==> config.mk <==
export PLATFORM = sky130hd
export DESIGN_NAME = jogador_automatico_flat
export DESIGN_NICKNAME = d
export VERILOG_FILES = /design/src/rtl/jogador_automatico_if.sv /design/src/rtl/jogador_automatico.sv /design/src/flat_wrapper.sv
export SDC_FILE = /design/constraint.sdc
export NUM_CORES = 1
export LEC_CHECK = 0
export ABC_CLOCK_PERIOD_IN_PS = 3100
export BUFFER_PORTS_ARGS = -buffer_cell sky130_fd_sc_hd__buf_2
export CAP_MARGIN = 20
export CORE_MARGIN = 4
export CORE_UTILIZATION = 50
export DETAILED_ROUTE_END_ITERATION = 10
export PLACE_DENSITY = 0.77
export SETUP_SLACK_MARGIN = 0.2
export SLEW_MARGIN = 20
export SYNTH_ARGS = -nofsm -noshare
export SYNTH_HDL_FRONTEND = slang
export SYNTH_SLANG_ARGS = --single-unit
==> constraint.sdc <==
create_clock -name clock -period 3.1 [get_ports clock]
set_input_delay 0.62 -clock clock [delete_from_list [all_inputs] [get_ports clock]]
set_output_delay 0.62 -clock clock [all_outputs]
set_load 0.01 [all_outputs]
==> src/rtl/jogador_automatico_if.sv <==
`default_nettype none
// ============================================================================
// Module      : jogador_automatico_if
// Description : Signals between the automatic player and the memory game.
//               master : the player (drives jogar/botoes, reads game status)
//               slave  : the game   (drives leds/ganhou/perdeu/timeout)
//   jogar   - start pulse to the game
//   botoes  - button drive to the game (4 bits)
//   leds    - game LED outputs, one-hot while lit, 0 between LEDs
//   ganhou  - game won
//   perdeu  - game lost
//   timeout - game timed out
// Revision    : 1.0 - initial release
// ============================================================================
interface jogador_automatico_if;
    logic       jogar;
    logic [3:0] botoes;
    logic [3:0] leds;
    logic       ganhou;
    logic       perdeu;
    logic       timeout;

    modport master (
        output jogar,
        output botoes,
        input  leds,
        input  ganhou,
        input  perdeu,
        input  timeout
    );

    modport slave (
        input  jogar,
        input  botoes,
        output leds,
        output ganhou,
        output perdeu,
        output timeout
    );
endinterface
`default_nettype wire

==> src/rtl/jogador_automatico.sv <==
`default_nettype none
// ============================================================================
// Module      : jogador_automatico
// Description : Automatic player for the memory game. Starts a game, watches
//               the LED sequence shown each round, stores it and replays it as
//               timed button presses. Can corrupt the first press of a chosen
//               round to force a loss.
// Ports       :
//   clock, reset  - clock and asynchronous active-high reset
//   iniciar       - one-cycle start request (honoured in IDLE and DONE)
//   inject_error  - enables error injection
//   error_round   - 0-based round whose first press is rotated left by one
//   game          - game-side signals (jogar/botoes out, leds/status in)
//   ocupado       - high in every state except IDLE and DONE
//   fim           - high in DONE
//   resultado     - 00 none, 01 won, 10 lost, 11 timeout
//   erro_leds     - sticky flag: a non-one-hot LED value was observed
//   db_rodada     - current 0-based round
//   db_estado     - state encoding
// Revision    : 1.0 - initial release
// ============================================================================
module jogador_automatico #(
    parameter int MAX_ROUNDS     = 16,
    parameter int ADDR_W         = 4,
    parameter int JOGAR_CYCLES   = 2,
    parameter int PRESS_CYCLES   = 2,
    parameter int RELEASE_CYCLES = 2,
    parameter int SETTLE_CYCLES  = 4
) (
    input  wire logic              clock,
    input  wire logic              reset,
    input  wire logic              iniciar,
    input  wire logic              inject_error,
    input  wire logic [ADDR_W-1:0] error_round,
    jogador_automatico_if.master   game,
    output logic                   ocupado,
    output logic                   fim,
    output logic [1:0]             resultado,
    output logic                   erro_leds,
    output logic [ADDR_W-1:0]      db_rodada,
    output logic [3:0]             db_estado
);

    // Timing counter is sized for the longest of the cycle parameters.
    localparam int c_max_ab  = (JOGAR_CYCLES > PRESS_CYCLES) ? JOGAR_CYCLES : PRESS_CYCLES;
    localparam int c_max_cd  = (RELEASE_CYCLES > SETTLE_CYCLES) ? RELEASE_CYCLES : SETTLE_CYCLES;
    localparam int c_max_cyc = (c_max_ab > c_max_cd) ? c_max_ab : c_max_cd;
    localparam int c_cnt_w   = (c_max_cyc > 1) ? $clog2(c_max_cyc) : 1;

    localparam logic [c_cnt_w-1:0] c_jogar_last   = c_cnt_w'(JOGAR_CYCLES - 1);
    localparam logic [c_cnt_w-1:0] c_press_last   = c_cnt_w'(PRESS_CYCLES - 1);
    localparam logic [c_cnt_w-1:0] c_release_last = c_cnt_w'(RELEASE_CYCLES - 1);
    localparam logic [c_cnt_w-1:0] c_settle_last  = c_cnt_w'(SETTLE_CYCLES - 1);
    localparam logic [ADDR_W-1:0]  c_last_round   = ADDR_W'(MAX_ROUNDS - 1);

    typedef enum logic [3:0] {
        S_IDLE     = 4'd0,
        S_START    = 4'd1,
        S_OBSERVE  = 4'd2,
        S_SETTLE   = 4'd3,
        S_PRESS    = 4'd4,
        S_RELEASE  = 4'd5,
        S_NEXT     = 4'd6,
        S_WAIT_END = 4'd7,
        S_DONE     = 4'd8
    } state_t;

    state_t              r_state, w_state_n;
    logic [c_cnt_w-1:0]  r_cnt, w_cnt_n;
    logic [ADDR_W-1:0]   r_round, w_round_n;
    logic [ADDR_W-1:0]   r_obs_idx, w_obs_n;
    logic [ADDR_W-1:0]   r_play_idx, w_play_n;
    logic                r_seen_all, w_seen_n;
    logic [1:0]          r_resultado, w_result_n;
    logic                r_erro_leds, w_erro_n;
    logic                r_jogar;
    logic [3:0]          r_botoes;
    logic                r_ocupado;
    logic                r_fim;
    logic [3:0]          r_leds_q;
    logic                w_mem_we;
    logic [3:0]          r_mem [MAX_ROUNDS];

    logic                w_active;
    logic                w_terminal;
    logic                w_led_event;
    logic                w_onehot;
    logic [3:0]          w_mem_rd;
    logic                w_inject;
    logic [3:0]          w_press_val;

    assign w_active    = (r_state != S_IDLE) && (r_state != S_DONE);
    assign w_terminal  = game.ganhou || game.perdeu || game.timeout;
    // Rising "something lit" edge; leds_q tracks leds every cycle, so on entry
    // to OBSERVE it already holds the value seen in the preceding cycle.
    assign w_led_event = (game.leds != 4'b0000) && (r_leds_q == 4'b0000);
    assign w_onehot    = (game.leds != 4'b0000) && ((game.leds & (game.leds - 4'b0001)) == 4'b0000);

    // Button value for the press about to be driven (indexed by next play_idx).
    assign w_mem_rd    = r_mem[w_play_n];
    assign w_inject    = inject_error && (r_round == error_round) && (w_play_n == '0);
    assign w_press_val = w_inject ? {w_mem_rd[2:0], w_mem_rd[3]} : w_mem_rd;

    always_comb begin
        w_state_n  = r_state;
        w_cnt_n    = '0;
        w_round_n  = r_round;
        w_obs_n    = r_obs_idx;
        w_play_n   = r_play_idx;
        w_seen_n   = r_seen_all;
        w_result_n = r_resultado;
        w_erro_n   = r_erro_leds;
        w_mem_we   = 1'b0;

        case (r_state)
            S_IDLE, S_DONE: begin
                if (iniciar) begin
                    w_state_n  = S_START;
                    w_round_n  = '0;
                    w_obs_n    = '0;
                    w_play_n   = '0;
                    w_result_n = 2'b00;
                    w_erro_n   = 1'b0;
                end
            end
            S_START: begin
                if (r_cnt == c_jogar_last) begin
                    w_state_n = S_OBSERVE;
                    w_seen_n  = 1'b0;
                end else begin
                    w_cnt_n = r_cnt + 1'b1;
                end
            end
            S_OBSERVE: begin
                // The last LED of the round raises seen_all instead of pushing
                // obs_idx past round, keeping it inside MAX_ROUNDS-1.
                if (r_seen_all) begin
                    w_state_n = S_SETTLE;
                end else if (w_led_event) begin
                    w_mem_we = 1'b1;
                    if (!w_onehot) begin
                        w_erro_n = 1'b1;
                    end
                    if (r_obs_idx == r_round) begin
                        w_seen_n = 1'b1;
                    end else begin
                        w_obs_n = r_obs_idx + 1'b1;
                    end
                end
            end
            S_SETTLE: begin
                if (game.leds != 4'b0000) begin
                    w_cnt_n = '0;
                end else if (r_cnt == c_settle_last) begin
                    w_state_n = S_PRESS;
                    w_play_n  = '0;
                end else begin
                    w_cnt_n = r_cnt + 1'b1;
                end
            end
            S_PRESS: begin
                if (r_cnt == c_press_last) begin
                    w_state_n = S_RELEASE;
                end else begin
                    w_cnt_n = r_cnt + 1'b1;
                end
            end
            S_RELEASE: begin
                if (r_cnt == c_release_last) begin
                    if (r_play_idx == r_round) begin
                        w_state_n = S_NEXT;
                    end else begin
                        w_play_n  = r_play_idx + 1'b1;
                        w_state_n = S_PRESS;
                    end
                end else begin
                    w_cnt_n = r_cnt + 1'b1;
                end
            end
            S_NEXT: begin
                if (r_round == c_last_round) begin
                    w_state_n = S_WAIT_END;
                end else begin
                    w_round_n = r_round + 1'b1;
                    w_obs_n   = '0;
                    w_seen_n  = 1'b0;
                    w_state_n = S_OBSERVE;
                end
            end
            S_WAIT_END: begin
                w_state_n = S_WAIT_END;
            end
            default: begin
                w_state_n = S_IDLE;
            end
        endcase

        // Game end overrides any other transition, including mid-press.
        if (w_active && w_terminal) begin
            w_state_n = S_DONE;
            w_cnt_n   = '0;
            if (game.ganhou) begin
                w_result_n = 2'b01;
            end else if (game.perdeu) begin
                w_result_n = 2'b10;
            end else begin
                w_result_n = 2'b11;
            end
        end
    end

    // Outputs are registered from the next state so they line up with it.
    always_ff @(posedge clock or posedge reset) begin
        if (reset) begin
            r_state     <= S_IDLE;
            r_cnt       <= '0;
            r_round     <= '0;
            r_obs_idx   <= '0;
            r_play_idx  <= '0;
            r_seen_all  <= 1'b0;
            r_resultado <= 2'b00;
            r_erro_leds <= 1'b0;
            r_jogar     <= 1'b0;
            r_botoes    <= 4'b0000;
            r_ocupado   <= 1'b0;
            r_fim       <= 1'b0;
            r_leds_q    <= 4'b0000;
        end else begin
            r_state     <= w_state_n;
            r_cnt       <= w_cnt_n;
            r_round     <= w_round_n;
            r_obs_idx   <= w_obs_n;
            r_play_idx  <= w_play_n;
            r_seen_all  <= w_seen_n;
            r_resultado <= w_result_n;
            r_erro_leds <= w_erro_n;
            r_jogar     <= (w_state_n == S_START);
            r_botoes    <= (w_state_n == S_PRESS) ? w_press_val : 4'b0000;
            r_ocupado   <= (w_state_n != S_IDLE) && (w_state_n != S_DONE);
            r_fim       <= (w_state_n == S_DONE);
            r_leds_q    <= game.leds;
        end
    end

    // Replay memory needs no reset; every entry is written before it is read.
    always_ff @(posedge clock) begin
        if (w_mem_we) begin
            r_mem[r_obs_idx] <= game.leds;
        end
    end

    assign game.jogar  = r_jogar;
    assign game.botoes = r_botoes;
    assign ocupado     = r_ocupado;
    assign fim         = r_fim;
    assign resultado   = r_resultado;
    assign erro_leds   = r_erro_leds;
    assign db_rodada   = r_round;
    assign db_estado   = r_state;

endmodule
`default_nettype wire

==> src/flat_wrapper.sv <==
// flat-port wrapper written by rule: the top's interface ports become plain ports
module jogador_automatico_flat 
#(
    parameter int MAX_ROUNDS     = 16,
    parameter int ADDR_W         = 4,
    parameter int JOGAR_CYCLES   = 2,
    parameter int PRESS_CYCLES   = 2,
    parameter int RELEASE_CYCLES = 2,
    parameter int SETTLE_CYCLES  = 4
)
  (clock, reset, iniciar, inject_error, error_round, ocupado, fim, resultado, erro_leds, db_rodada, db_estado, game_jogar, game_botoes, game_leds, game_ganhou, game_perdeu, game_timeout);
  jogador_automatico_if game_i ();
  input  wire logic clock;
  input  wire logic reset;
  input  wire logic iniciar;
  input  wire logic inject_error;
  input  wire logic [ADDR_W-1:0] error_round;
  output logic ocupado;
  output logic fim;
  output logic [1:0] resultado;
  output logic erro_leds;
  output logic [ADDR_W-1:0] db_rodada;
  output logic [3:0] db_estado;
  output wire logic [$bits(game_i.jogar)-1:0] game_jogar;
  output wire logic [$bits(game_i.botoes)-1:0] game_botoes;
  input wire logic [$bits(game_i.leds)-1:0] game_leds;
  input wire logic [$bits(game_i.ganhou)-1:0] game_ganhou;
  input wire logic [$bits(game_i.perdeu)-1:0] game_perdeu;
  input wire logic [$bits(game_i.timeout)-1:0] game_timeout;
  assign game_jogar = game_i.jogar;
  assign game_botoes = game_i.botoes;
  assign game_i.leds = game_leds;
  assign game_i.ganhou = game_ganhou;
  assign game_i.perdeu = game_perdeu;
  assign game_i.timeout = game_timeout;
  jogador_automatico #(.MAX_ROUNDS(MAX_ROUNDS), .ADDR_W(ADDR_W), .JOGAR_CYCLES(JOGAR_CYCLES), .PRESS_CYCLES(PRESS_CYCLES), .RELEASE_CYCLES(RELEASE_CYCLES), .SETTLE_CYCLES(SETTLE_CYCLES)) u_core (.clock(clock), .reset(reset), .iniciar(iniciar), .inject_error(inject_error), .error_round(error_round), .game(game_i), .ocupado(ocupado), .fim(fim), .resultado(resultado), .erro_leds(erro_leds), .db_rodada(db_rodada), .db_estado(db_estado));
endmodule
==> reports/results.ini <==
[cts]
clockRootBuffer=clkbuf_8
cts_made_buffers=9
cts_resized=0
h-tree-depth=3
cts_tree=yes
cts_max_path_buffers=2
hold_buffers=0
clk_pin_slew_ns=0.10
cts_sinks=97
clk_latency_ns=0.36
cts_setup_buffers=0

[yosys]
yosys.area_share.simple_pct=14.5
synth_edf_count=64
syn_area_sq_mm=0.00480
synth-compound-area-share_pct=9.84
synth-xor-area-share_pct=2.86
async_flop_share_pct=34.0
synth-seq-cells=97
synthFlopType=edfxtp_1
synthTopCellsByArea=edfxtp_1 40%, dfrtp_1 17%, mux2i_1 7.9%
synth_nets=412
synth_largest_area_cell=edfxtp_1
synth_top_family_by_area=simple AND/OR/NAND/NOR gates
synth_warnings=0
synth_fa_ha_area_share_pct=2.34
yosysMostFrequentCell=edfxtp_1
synth_common_cells=64 x edfxtp_1, 38 x mux2i_1, 33 x dfrtp_1, 29 x nand2_1
avgSynthCellArea_sq_um=12.4
yosysSeqAreaShare_pct=57.2
synth_top_area_share_pct=40.0
synth_mux_area_share_pct=9.56
synthDistinctLibCells=64
synthCells=388

[floorplanning]
num_io_pins=33
core_region_area_sq_mm=0.00928
initial_utilization_pct=51.8
die_w_um=106
die_h_um=106
die_area_sq_mm=0.0112
fp-row-count=35

[timing]
post-route-min-period_ns=2.79
final-max-slew-violation-count=0
hold_violations=0
tightest_slew_ns=0.604
grt_setup_unrepaired=no
setup_viol=0
layout_worst_path_cycle_share_pct=89.9
clock_skew_ns=0.00823
slew_headroom_pct=59.4
setup_tns_ns=0
fmax_ghz=0.359

[worst_setup_path]
slowest_stage=dfrtp_1
cp.required_ns=3.34
critPathArrivalTime_ns=3.03
cp_common_cell=mux2_2
crit_end=u_core.game.botoes[2]
worstSetupStartpoint=u_core.r_play_idx[1]
rrSetupSlack_ns=0.31
r2r_start=u_core.r_play_idx[1]
reg2reg_to=u_core.game.botoes[2]
crit_path_max_fanout=6
end_kind=flop
critical_path.max_stage_delay_ns=0.48
cp-start-kind=flop
r2r_cells=9
crit_cells=9
path_delay_family=compound AO/OA/AOI/OAI gates
path_class=flop to flop
worstPathCellList=xor2_2 -> o41a_1 -> mux2_2 -> nand2_1 -> buf_4 -> mux2_2 -> o2111a_1 -> a2bb2oi_1 -> o31ai_1
cp.buffers_inverters=1

[routing]
drc_errors=0
via_per_inst=5.68
first_pass_iters=5
dr.first_iter.drc_count=245
wire_per_inst_um=18.3
antenna_left=0
vias=3263
wirelength_mm=10.5

[placed_design]
portBuffers=32
dp_hpwl_mm=7.69
routabilityCongestion=0.926

[power_and_ir_drop]
seqPwrFrac_pct=52.5
switchingPower_w=0.000831
leakage_nw=2.12
power.total_w=0.00287
ir_drop_mv=0.238
swShare_pct=28.9
power.share.clock_pct=29.6
internal-power_w=0.00204
powerDensity_mw_per_mm2=528
pwr-share-comb_pct=18.0

[finish]
fillers=739
drive_gt1_share_pct=21.6
fin_nets=464
antennaDiodeCount=0
area_growth_pct=13.1

[grt]
overflow=0
grt_pass1_wl_mm=16.7
antenna_found_initial=0
grt_pass1_vias=3192
grt_max_degree=34
grtUsageTotal_pct=19.5

[job]
maxCapViolCount=0

[worst_hold_path]
hp-class=primary input to async pin

[status]
outcome=finished clean

## how the worst min path moves through the flow
stage,depth (start not counted),slack [ns],start,endpoint
final,3,0.33,reset,u_core.resultado[1]
after CTS,3,0.33,reset,u_core.resultado[1]
after detailed placement,2,0.46,u_core.erro_leds,u_core.erro_leds
after floorplan,1,0.46,u_core.r_cnt[0],u_core.r_cnt[0]
after global routing,3,0.35,reset,u_core.resultado[1]
after global placement,2,0.46,u_core.erro_leds,u_core.erro_leds
## registers in the layout, indices dropped and copies added (netlist names)
signal,cells
u_core.db_estado,4
u_core.db_rodada,4
u_core.erro_leds,1
u_core.fim,1
u_core.game.botoes,4
u_core.game.jogar,1
u_core.ocupado,1
u_core.r_cnt,2
u_core.r_leds_q,4
u_core.r_mem,64
u_core.r_obs_idx,4
u_core.r_play_idx,4
u_core.r_seen_all,1
u_core.resultado,2
## per-stage QoR
| stage | util [%] | area (sq um) | hold WS, ns | setup slack, ns | cells |
|---|---|---|---|---|---|
| floorplan | - | 4800 | 0.464 | 0.269 | 388 |
| global placement | 56.1 | 5210 | 0.458 | 0.214 | 558 |
| detailed placement | 56.1 | 5210 | 0.465 | 0.151 | 558 |
| CTS | 58.4 | 5420 | 0.329 | 0.292 | 574 |
| global route | 58.5 | 5430 | 0.351 | 0.205 | 574 |
| finish | 58.5 | 5430 | 0.328 | 0.312 | 574 |
## power groups by stage
stage / clock network, W / registers, W / logic (W)
after global routing: 0.000922 / 0.00151 / 0.000561
after floorplan: 0 / 0.00153 / 0.000307
after detailed placement: 0 / 0.00153 / 0.000503
final: 0.000849 / 0.00151 / 0.000515
after CTS: 0.000858 / 0.00150 / 0.000505
after global placement: 0 / 0.00153 / 0.000491
## kinds of logic (layout without fill, tap and decap cells)
family / after synthesis / count (layout)
adder cells (fa/ha/maj): 9 / 9
buffers and inverters: 35 / 92
multiplexers: 43 / 43
AO/OA/AOI/OAI: 62 / 62
AND/OR/NAND/NOR: 128 / 128
XOR/XNOR: 14 / 14
flip-flops: 97 / 97
## layout make-up
class / instances / area, sq um / share of cell area, %
clock inverter: 7 / 82.6 / 1.52
multi-input combinational: 256 / 1890 / 34.8
inverter: 19 / 76.3 / 1.40
clock buffer: 9 / 124 / 2.28
sequential: 97 / 2750 / 50.6
timing repair buffer: 57 / 352 / 6.47
tap: 129 / 161 / 2.97
## worst min-delay path, delay by kind of cell
kind,cells,cell delay [ns]
buffers and inverters,3,0.50
## layout by cell type, fill, tap and decap left out, drive strengths merged, types with 11 or more instances in the layout
| cell | count |
|---|---|
| a21oi | 12 |
| nand2 | 29 |
| xor2 | 11 |
| buf | 57 |
| mux2i | 38 |
| nand3 | 16 |
| inv | 24 |
| nor3 | 20 |
| o21ai | 19 |
| edfxtp | 64 |
| nor2 | 20 |
| dfrtp | 33 |
## metal layers
metal / vias to the layer above / global-route usage, % / share of wire [%]
met5: - / 0 / 0
met4: 0 / 7.12 / 2.1
met3: 19 / 4.07 / 4.5
met2: 114 / 30.8 / 48
met1: 1591 / 26.7 / 46
li1: 1539 / - / -
No activity file was read; power rests on OpenSTA's default activity.
